--- config.mk ---
export PLATFORM = sky130hd
export DESIGN_NAME = burst_ext_device
export DESIGN_NICKNAME = d
export VERILOG_FILES = /design/src/rtl/burst_ext_device_pkg.sv /design/src/rtl/burst_lfsr16.sv /design/src/rtl/burst_ext_device.sv
export SDC_FILE = /design/constraint.sdc
export NUM_CORES = 1
export LEC_CHECK = 0
export ABC_CLOCK_PERIOD_IN_PS = 3230
export CAP_MARGIN = 20
export CORE_MARGIN = 5
export CORE_UTILIZATION = 58
export CTS_BUF_LIST = sky130_fd_sc_hd__clkbuf_8
export CTS_CLUSTER_SIZE = 40
export DETAILED_ROUTE_END_ITERATION = 8
export PLACE_DENSITY = 0.82
export SLEW_MARGIN = 25
export SYNTH_ARGS = -nofsm -noshare
export SYNTH_HDL_FRONTEND = slang
export SYNTH_SLANG_ARGS = --single-unit
--- constraint.sdc ---
create_clock -name clk -period 3.23 [get_ports clk]
set_input_delay 0.323 -clock clk [delete_from_list [all_inputs] [get_ports clk]]
set_output_delay 0.323 -clock clk [all_outputs]
set_load 0.02 [all_outputs]
--- src/rtl/burst_ext_device_pkg.sv ---
// Shared types and constants for the burst external device: FSM states, default geometry
// and the refresh LFSR definition.
package burst_ext_device_pkg;

    typedef enum logic [1:0] {
        StIdle,
        StWait,
        StIrq,
        StXfer
    } state_e;

    localparam int unsigned DefWordSize = 16;
    localparam int unsigned DefBurstLen = 4;
    localparam int unsigned DefDepth    = 3;

    localparam logic [15:0] LfsrSeed    = 16'hACE1;
    // Right-shifting Fibonacci form: taps 16,14,13,11 feed back from bits 0,2,3,5.
    localparam logic [15:0] LfsrTapMask = 16'h002D;

    function automatic logic [15:0] lfsr_next(input logic [15:0] s);
        return {^(s & LfsrTapMask), s[15:1]};
    endfunction

endpackage

--- src/rtl/burst_lfsr16.sv ---
// 16-bit Fibonacci LFSR that supplies refresh data; steps only when enabled.
module burst_lfsr16
    import burst_ext_device_pkg::*;
(
    input  logic        clk,
    input  logic        reset_n,
    input  logic        enable,
    output logic [15:0] value
);

    logic [15:0] state_q;

    always_ff @(posedge clk or negedge reset_n) begin
        if (!reset_n) begin
            state_q <= LfsrSeed;
        end else if (enable) begin
            state_q <= lfsr_next(state_q);
        end
    end

    assign value = state_q;

endmodule

--- src/rtl/burst_ext_device.sv ---
// Timer-armed burst device: after FIRE_PERIOD cycles it raises an interrupt, serves line reads,
// and on completion refreshes every storage word from an LFSR.
module burst_ext_device
    import burst_ext_device_pkg::*;
#(
    parameter int unsigned WORD_SIZE   = DefWordSize,
    parameter int unsigned BURST_LEN   = DefBurstLen,
    parameter int unsigned DEPTH       = DefDepth,
    parameter int unsigned FIRE_PERIOD = 4290,
    parameter int unsigned AUTO_REARM  = 1,
    parameter int unsigned OFS_W       = 2
) (
    input  logic                           clk,
    input  logic                           reset_n,
    input  logic                           start,
    input  logic [OFS_W-1:0]               offset,
    input  logic                           rd_en,
    input  logic                           intr_ack,
    input  logic                           load_en,
    input  logic [OFS_W-1:0]               load_addr,
    input  logic [BURST_LEN*WORD_SIZE-1:0] load_data,
    output logic                           interrupt,
    output logic [BURST_LEN*WORD_SIZE-1:0] data,
    output logic                           data_valid,
    output logic                           rd_err,
    output logic                           done,
    output logic                           busy
);

    localparam int unsigned LineW = BURST_LEN * WORD_SIZE;
    localparam int unsigned CntW  = $clog2(FIRE_PERIOD + 1);
    localparam int unsigned WordW = (BURST_LEN > 1) ? $clog2(BURST_LEN) : 1;

    localparam logic [CntW-1:0]  Reload   = CntW'(FIRE_PERIOD - 1);
    localparam logic [OFS_W-1:0] LastLine = OFS_W'(DEPTH - 1);
    localparam logic [WordW-1:0] LastWord = WordW'(BURST_LEN - 1);

    state_e             state_q;
    logic [CntW-1:0]    cnt_q;
    logic [DEPTH-1:0]   served_q;
    logic               refresh_q;
    logic [OFS_W-1:0]   ref_line_q;
    logic [WordW-1:0]   ref_word_q;
    logic               interrupt_q;
    logic [LineW-1:0]   data_q;
    logic               data_valid_q;
    logic               rd_err_q;
    logic               done_q;
    logic               busy_q;
    logic [LineW-1:0]   mem_q [DEPTH];

    logic               rd_ok;
    logic               rd_hit;
    logic               done_evt;
    logic               ref_last;
    logic               lfsr_en;
    logic [DEPTH-1:0]   served_nxt;
    logic [15:0]        lfsr_value;

    always_comb begin
        rd_ok      = 32'(offset) < DEPTH;
        rd_hit     = (state_q == StXfer) && !refresh_q && rd_en;
        served_nxt = served_q | (DEPTH'(1) << offset);
        done_evt   = rd_hit && rd_ok && (&served_nxt);
        ref_last   = (ref_line_q == LastLine) && (ref_word_q == LastWord);
        // Step once on done so the first refresh word is already one past the current value.
        lfsr_en    = done_evt || (refresh_q && !ref_last);
    end

    burst_lfsr16 u_lfsr (
        .clk     (clk),
        .reset_n (reset_n),
        .enable  (lfsr_en),
        .value   (lfsr_value)
    );

    // Storage has no reset so preloaded contents survive a reset.
    always_ff @(posedge clk) begin
        if (refresh_q) begin
            mem_q[ref_line_q][32'(ref_word_q)*WORD_SIZE +: WORD_SIZE] <= WORD_SIZE'(lfsr_value);
        end else if (load_en && (32'(load_addr) < DEPTH)) begin
            mem_q[load_addr] <= load_data;
        end
    end

    always_ff @(posedge clk or negedge reset_n) begin
        if (!reset_n) begin
            state_q      <= StIdle;
            cnt_q        <= '0;
            served_q     <= '0;
            refresh_q    <= 1'b0;
            ref_line_q   <= '0;
            ref_word_q   <= '0;
            interrupt_q  <= 1'b0;
            data_q       <= '0;
            data_valid_q <= 1'b0;
            rd_err_q     <= 1'b0;
            done_q       <= 1'b0;
            busy_q       <= 1'b0;
        end else begin
            data_valid_q <= 1'b0;
            rd_err_q     <= 1'b0;
            done_q       <= 1'b0;
            unique case (state_q)
                StIdle: begin
                    if (start) begin
                        state_q <= StWait;
                        cnt_q   <= Reload;
                        busy_q  <= 1'b1;
                    end
                end
                StWait: begin
                    if (cnt_q == '0) begin
                        state_q <= StIrq;
                    end else begin
                        cnt_q <= cnt_q - 1'b1;
                    end
                end
                StIrq: begin
                    if (interrupt_q && intr_ack) begin
                        interrupt_q <= 1'b0;
                        state_q     <= StXfer;
                    end else begin
                        interrupt_q <= 1'b1;
                    end
                end
                StXfer: begin
                    if (refresh_q) begin
                        if (ref_last) begin
                            refresh_q  <= 1'b0;
                            ref_line_q <= '0;
                            ref_word_q <= '0;
                            if (AUTO_REARM != 0) begin
                                state_q <= StWait;
                                cnt_q   <= Reload;
                            end else begin
                                state_q <= StIdle;
                                busy_q  <= 1'b0;
                            end
                        end else if (ref_word_q == LastWord) begin
                            ref_word_q <= '0;
                            ref_line_q <= ref_line_q + 1'b1;
                        end else begin
                            ref_word_q <= ref_word_q + 1'b1;
                        end
                    end else if (rd_hit) begin
                        if (rd_ok) begin
                            data_q       <= mem_q[offset];
                            data_valid_q <= 1'b1;
                            if (done_evt) begin
                                done_q    <= 1'b1;
                                served_q  <= '0;
                                refresh_q <= 1'b1;
                            end else begin
                                served_q <= served_nxt;
                            end
                        end else begin
                            data_q   <= '0;
                            rd_err_q <= 1'b1;
                        end
                    end
                end
                default: state_q <= StIdle;
            endcase
        end
    end

    assign interrupt  = interrupt_q;
    assign data       = data_q;
    assign data_valid = data_valid_q;
    assign rd_err     = rd_err_q;
    assign done       = done_q;
    assign busy       = busy_q;

endmodule

==> results of run 1 <==
==> what timing repair did <==
item                                    4_1_cts  5_1_grt
hold buffers                                  1        0
gates resized for setup                       0        0
endpoints found under the hold margin        38        0
endpoints found under the setup margin        0        0
==> path summary, 6_finish.rpt <==
kind / cells after the start / to / slack, ns
hold / removal: 3 / served_q[2] / 0.13
hold reg to reg: 1 / busy / 0.46
max in group asynchronous: 3 / u_lfsr.value[10] / 2.00
setup reg to reg: 5 / cnt_q[4] / 0.79
min in group asynchronous: 2 / data[15] / 0.27
setup / recovery: 5 / cnt_q[4] / 0.79
==> per-stage QoR <==
step	hold WS (ns)	util
finish	0.135	0.722
global route	0.139	0.722
CTS	0.104	0.722
detailed placement	0.325	0.672
global placement	0.320	0.672
floorplan	0.0274	-
==> layout by cell type, fill, tap and decap left out, types with 56 or more instances in the layout <==
| cell type | instances |
|---|---|
| a21oi_1 | 73 |
| a22o_1 | 64 |
| clkbuf_8 | 56 |
| clkdlybuf4s50_1 | 139 |
| dfrtp_1 | 100 |
| edfxtp_1 | 192 |
| mux2i_1 | 65 |
| nand2_1 | 75 |
| nor2_1 | 83 |
| o21ai_0 | 79 |
==> metal layers <==
layer  GRT usage  up-vias
li1            -     3769
met1       0.324     4060
met2       0.414      369
met3      0.0510       47
met4      0.0781        0
met5           0        -
==> kinds of logic (layout without fill, tap and decap cells) <==
| logic type | Yosys count | after routing | synth area share |
|---|---|---|---|
| simple gates | 209 | 209 | 0.0797 |
| buf+inv | 69 | 269 | 0.0240 |
| fa+ha+maj | 12 | 12 | 0.0121 |
| compound gates | 245 | 245 | 0.127 |
| flops | 300 | 300 | 0.684 |
| xor+xnor | 3 | 3 | 0.00212 |
| mux | 85 | 85 | 0.0707 |
==> critical path, delay by kind of cell (launching register included) <==
family,cells,cell delay (ns)
flops,1,0.53
simple gates,2,0.56
compound gates,2,0.97
fa+ha+maj,1,0.27
==> state kept, by name, summed over array words and instances, names as in the netlist <==
register and count:
u_lfsr.value 16, served_q 3, rd_err 1, ref_word_q 2, cnt_q 13, refresh_q 1
data_valid 1, data 64, done 1, interrupt 1, ref_line_q 2, mem_q 192
busy 1, state_q 2
==> cell type report <==
class                           instances  area, um^2
Tap cell                              275         344
Inverter                               10        37.5
Clock buffer                           56         771
Sequential cell                       300        8480
Timing Repair Buffer                  171        1640
Clock inverter                         32         269
Fill cell                            1307        5850
Multi-Input combinational cell        554        3630
==> report_power, final <==
group          switching, W  leakage, nW  internal, W  total, W
Clock               0.00147        0.544      0.00198   0.00345
Sequential        0.0000247         3.23      0.00421   0.00424
Combinational      0.000279         2.15     0.000202  0.000481
==> run metrics, run 1 <==
status=finished, final reports clean; level count of the clock H-tree=2; unrepaired setup endpoints after global routing=no; Max Slew Vio Count=0; DR WL/cell=21.4 um; Iteration-0 DRC Markers=726; ANT cells=0; Synth Flop Type=edfxtp_1; GPL Wtd Cong=0.820; number of global-route vias before repair=8259; first-pass GRT wire length=46.2 mm; path type of the worst min-delay path=in -> reg; initial antenna violation count=0; ys async rst share=0.360; Final WS setup=0.790 ns; clk root buf=clkbuf_8; Via-to-Cell Ratio=5.90; CP max-delay cell=a2111o_1; Seq/Total Area, Yosys=0.684; DP Area=14100 um^2; WL met2=14.9 mm; placed insts=1309; library cells used by synthesis=54; Post-synth EDFFs=192; max-cap viol count=0; Synth area leader=edfxtp_1; Place WS=0.806 ns; Total GRT Usage=0.246; antenna-violating nets left=0; area grow syn2layout=22.5%; #FFs+latches synth=300; Final Hold Vio Count=0; PwrDens=538 nW/um^2; top sig layer=met4; die height=156 um; Critical Path AT=2.88 ns; Hold Path Origin=offset[1]; Setup TNS Final=0 ns; DRT Pass-1 Iters=5; Worst-path clk slew=0.06 ns; Largest stage delay, worst path=0.64 ns; Mapped Cells=923; die span in x=156 um; clock skew=0.0194 ns; hpwl dp=18.8 mm; # clock sinks=300; critical path capture point type=register; DR vias=8245; wirelength, routed=29.9 mm; Final min period=2.44 ns; Final setup viols=0; WL met1=11.6 mm; FP Rows=53; Worst Tran Pin Value=0.898 ns; Synth top cells by count=edfxtp_1 (192), dfrtp_1 (100), nor2_1 (83), o21ai_0 (79), nand2_1 (75); core box area=21000 um^2; Ports=143; post-CTS setup buffer count=0; Slew Limit Headroom=0.401; Starting Density=0.589; Die ar.=24400 um^2; top-area cell type share of the netlist area=0.465; final cell count without fillers=1398; worst path cell trace=ha_1 > nand3b_1 > a2111o_1 > or2_4 > o311ai_1; mean cell area of the mapped netlist=13.4 um^2; Layout Nets=1170; Critical Path Source=ref_word_q[0]; R2R Path Start=ref_word_q[0]; GRT Residual Overflow=0; Critical Path Fanout Max=14; Worst IR Drop VDD=0.000275 V; CTS tree=built; total chip power=0.00817 W; Max clock buf depth=3; Met3 Routed Length=2.62 mm; Synth area leaders=edfxtp_1 (47%), dfrtp_1 (20%), mux2i_1 (5.3%); Port Buffer Count=142; pin count of the biggest net entering global routing=71; Post-Syn Area=12400 um^2; Skew-Pair Late Insertion Delay=0.56 ns; DRC viols=0; count leader, synth=edfxtp_1; Post-Layout Inst Area=15200 um^2; Crit Path Category=reg -> reg; Ys Warns=0; share of layout cells above drive strength 1=0.127; FMAX=0.410 GHz; Final period util=0.755; worst path required time=3.67 ns; syn nets=1009; leakage=5.92 nW; Startpoint Class=register; Num CTS Buffers=47
No activity file was read; power rests on OpenSTA's default activity.
==> inputs of run 2 (changes only) <==
Settings changed: ABC_CLOCK_PERIOD_IN_PS 3230 to 2600.
Clock period 3.23 ns to 2.6 ns, I/O delays scaled along.
==> run 2 against run 1 <==
Effect of this change: clock power increased by 6%; largest cell class unchanged; clock-buffer cell count fell by 6; first-iteration DRC count shrank 13%; clock skew rose by 0.012 ns; die area unchanged; via count fell by 1.4%; fmax is 12% higher; critical endpoint is now cnt_q[6].
==> run metrics, run 2 (synthesis gave the netlist of run 1 again) <==
status=finished, final reports clean; GPL Wtd Cong=0.824; max reg flops=192; level count of the clock H-tree=2; area grow syn2layout=21.7%; Die ar.=24400 um^2; Skew-Pair Late Insertion Delay=0.57 ns; Num CTS Buffers=46; ANT cells=0; Critical Path Fanout Max=13; Critical Path AT=2.68 ns; FP Rows=53; commonest cells after routing, fill and taps aside=edfxtp_1 (192), clkdlybuf4s50_1 (139), dfrtp_1 (100); DRC viols=0; Worst Hold Path EP=served_q[1]; first-pass GRT wire length=44.3 mm; Final min period=2.19 ns; worst path required time=3.09 ns; Slew Limit Headroom=0.543; die height=156 um; Final Hold Slack=0.107 ns; register with the most flip-flops=mem_q; DR vias=8131; Worst IR Drop VDD=0.000431 V; share of layout cells above drive strength 1=0.124; R2R depth=4; Worst-path clk slew=0.06 ns; Max Slew Vio Count=0; PwrDens=631 nW/um^2; GRT Residual Overflow=0; DRT Pass-1 Iters=5; Hold Crit Depth=3; max-cap viol count=0; Hold Path Origin=offset[0]; Worst Tran Pin Value=0.684 ns; Final setup viols=0; Setup TNS Final=0 ns; pin count of the biggest net entering global routing=133; clk root buf=clkbuf_8; reg2reg setup slack=0.41 ns; path type of the worst min-delay path=in -> reg; Layout Nets=1175; wirelength, routed=28.6 mm; Iteration-0 DRC Markers=633; R2R Path Start=cnt_q[5]; Total GRT Usage=0.235; CTS tree=built; most common cell after layout, fill and taps aside=edfxtp_1; Via-to-Cell Ratio=5.80; hpwl dp=18.4 mm; Port Buffer Count=142; Final period util=0.842; Critical R2R Capture=cnt_q[6]; leakage=5.93 nW; clock skew=0.0309 ns; DR WL/cell=20.4 um; Crit Path Category=reg -> reg; Filler cells=1358; number of global-route vias before repair=8100; Starting Density=0.589; post-CTS setup buffer count=0; Startpoint Class=register; die span in x=156 um; initial antenna violation count=0; core box area=21000 um^2; antenna-violating nets left=0; # clock sinks=300; Ports=143; critical path capture point type=register; Final Hold Vio Count=0; FMAX=0.457 GHz; unrepaired setup endpoints after global routing=no; Max clock buf depth=3
-- run 2: metal layers --
metal,vias to the layer above,share of wire,global-route usage
met2,318,0.49,0.386
met5,-,0,0
met4,0,0.031,0.0909
met1,3967,0.39,0.312
li1,3784,-,-
met3,62,0.086,0.0485
-- run 2: cell type report --
class | instances | area (um^2) | area share
Multi-Input combinational cell | 554 | 3630 | 0.241
Timing Repair Buffer | 177 | 1710 | 0.114
Sequential cell | 300 | 8480 | 0.563
Tap cell | 275 | 344 | 0.0228
Inverter | 10 | 37.5 | 0.00249
Clock inverter | 36 | 181 | 0.0120
Clock buffer | 50 | 688 | 0.0457
-- run 2: worst max-delay path, cell delays in order, from the launching register on --
cell      delay, ns
dfrtp_1        0.42
or4_1          0.69
and4bb_2       0.53
or2_4          0.28
o221a_2        0.20
-- run 2: report_power, final --
part / switching, W / internal, W / leakage (nW)
Clock: 0.00176 / 0.00188 / 0.512
Sequential: 0.0000311 / 0.00523 / 3.23
Combinational: 0.000342 / 0.000256 / 2.19
Total: 0.00213 / 0.00737 / 5.93
-- run 2: stage by stage --
| step | power, W | std cells | setup WS (ns) | utilization | cell area [um^2] |
|---|---|---|---|---|---|
| 2_1_floorplan | 0.00566 | 923 | 0.158 | - | 12400 |
| 3_3_place_gp | 0.00593 | 1315 | 0.443 | 0.675 | 14200 |
| 3_5_place_dp | 0.00595 | 1315 | 0.418 | 0.675 | 14200 |
| 4_1_cts | 0.00957 | 1402 | 0.427 | 0.717 | 15100 |
| 5_1_grt | 0.00984 | 1402 | 0.335 | 0.717 | 15100 |
| 6_report | 0.00951 | 1402 | 0.412 | 0.717 | 15100 |
-- run 2: worst max path at each step --
stage	start	cells after the start	to	slack, ns
after global routing	cnt_q[5]	4	cnt_q[9]	0.33
after floorplan	refresh_q	5	mem_q[1][16]	0.16
after global placement	load_en	6	mem_q[1][37]	0.44
after detailed placement	load_en	6	mem_q[0][56]	0.42
after CTS	cnt_q[5]	4	cnt_q[6]	0.43
final	cnt_q[5]	4	cnt_q[6]	0.41
-- run 2: repair_timing --
item	in CTS	in global routing
endpoints found under the hold margin	42	0
hold buffers	1	0
gates resized for setup	0	0
==> inputs of run 3 (changes only) <==
Settings changed: ABC_CLOCK_PERIOD_IN_PS 2600 to 2050.
Clock period 2.6 ns to 2.05 ns, I/O delays scaled along.
==> run 3 against run 2 <==
Effect of this change: global-route usage is 0.075 points higher; design area is 3.4% higher; clock-buffer cell count is 3 higher; utilization is 2.4 points higher; routed wire length is 2.1% higher; clock skew is 0.015 ns lower; sequential share of layout area is 1.8 points lower; total power is 27% higher; critical endpoint is now state_q[1].
==> run metrics, run 3 (synthesis gave the netlist of run 1 again) <==
Port Buffer Count=142; wirelength, routed=29.2 mm; register with the most flip-flops=mem_q; Final Hold Vio Count=0; pin count of the biggest net entering global routing=133; Max Slew Vio Count=0; Place WS=-0.136 ns; Die ar.=24400 um^2; max reg flops=192; core box area=21000 um^2; Ports=143; first-pass GRT wire length=44.5 mm; Iteration-0 DRC Markers=559; DRC viols=0; Final period util=0.971; cell family with most CP delay=simple AND/OR/NAND/NOR gates; worst path cell trace=inv_1 > ha_1 > or4b_4 > nor4_4 > o211ai_1 > mux2_2; Skew-Pair Late Insertion Delay=0.55 ns; Worst-path clk slew=0.06 ns; Max clock buf depth=3; Critical Path AT=2.41 ns; status=finished, final reports clean; ANT cells=0; Starting Density=0.589; PwrDens=773 nW/um^2; clock skew=0.0163 ns; leakage=6.13 nW; commonest cells after routing, fill and taps aside=edfxtp_1 (192), clkdlybuf4s50_1 (139), dfrtp_1 (100); critical path capture point type=register; antenna-violating nets left=0; Worst Tran Pin Value=0.632 ns; level count of the clock H-tree=2; die height=156 um; area grow syn2layout=25.8%; share of layout cells above drive strength 1=0.160; most common cell after layout, fill and taps aside=edfxtp_1; Worst IR Drop VDD=0.000462 V; Final min period=1.99 ns; worst path required time=2.47 ns; path type of the worst min-delay path=in -> reg; Largest stage delay, worst path=0.49 ns; FP Rows=53; Critical Path Fanout Max=4; GRT Residual Overflow=0; Layout Nets=1201; hpwl dp=18.8 mm; Num CTS Buffers=46; CTS tree=built; Final WS setup=0.0599 ns; clk root buf=clkbuf_8; DR WL/cell=20.5 um; Slew Limit Headroom=0.579; Post-Layout Inst Area=15600 um^2; Final Hold Slack=0.170 ns; number of global-route vias before repair=8211; initial antenna violation count=0; DRT Pass-1 Iters=5; Total GRT Usage=0.236; DR vias=8358; CP max-delay cell=or4b_4; max-cap viol count=0; Via-to-Cell Ratio=5.86; Startpoint Class=register; DP Area=14600 um^2; CP bufs+invs=1; Final setup viols=0; # clock sinks=300; Crit Path Category=reg -> reg; FMAX=0.502 GHz; GPL Wtd Cong=0.841; die span in x=156 um
-- run 3: cell types whose count changed in the layout (fill, tap and decap cells not counted), sizes merged --
cell	before	now
buf	37	62
bufinv	1	0
clkbuf	50	53
clkinv	14	9
clkinvlp	1	0
inv	30	33
or2	1	2
-- run 3: metrics by stage --
stage | instances | util | total power [W] | TNS, ns
detailed placement | 1339 | 0.696 | 0.00761 | -14.15
floorplan | 923 | - | 0.00719 | 0
finish | 1427 | 0.741 | 0.0120 | 0
global placement | 1339 | 0.696 | 0.00759 | -3.37
global route | 1427 | 0.741 | 0.0125 | -0.0480
CTS | 1425 | 0.738 | 0.0121 | 0
-- run 3: worst register-to-register path: cells and delay by family (launching register included) --
kind	cells	cell delay, ns
flip-flops	1	0.40
AO/OA/AOI/OAI	1	0.15
AND/OR/NAND/NOR	2	0.76
multiplexers	1	0.29
buffers and inverters	1	0.08
adder cells (fa/ha/maj)	1	0.17
-- run 3: metal layers --
layer | part of all wire | global-route usage | routed length (um)
met5 | 0 | 0 | 0
met4 | 0.025 | 0.0661 | 718
met3 | 0.086 | 0.0510 | 2500
met2 | 0.51 | 0.402 | 14800
met1 | 0.38 | 0.309 | 11200
-- run 3: layout make-up --
class	count	area (um^2)
flip-flops and latches	300	8480
fillers	1306	5440
multi-input cells	555	3780
repair buffers	202	2080
clock buffers	53	729
well taps	275	344
clock inverters	32	134
inverters	10	37.5
-- run 3: path summary, 6_finish.rpt --
path,start,end,slack (ns),cells after the start
setup / recovery,cnt_q[1],state_q[1],0.06,6
hold / removal,offset[0],served_q[0],0.17,4
setup reg to reg,cnt_q[1],state_q[1],0.06,6
hold reg to reg,busy,busy,0.45,1
max in group asynchronous,reset_n,u_lfsr.value[12],1.30,3
min in group asynchronous,reset_n,data[10],0.26,3
-- run 3: what timing repair did --
action                                  4_1_cts  5_1_grt
hold endpoints to repair                    100        0
hold buffers                                  1        0
cloned                                        0        1
pin swaps                                     0        4
buffers inserted                              0        1
gates resized for setup                       1       12
endpoints found under the setup margin        1        8
-- run 3: where the power goes --
group	total, W	internal (W)	switching, W
registers	0.00668	0.00664	0.0000397
logic	0.000822	0.000365	0.000458
clock network	0.00454	0.00236	0.00218
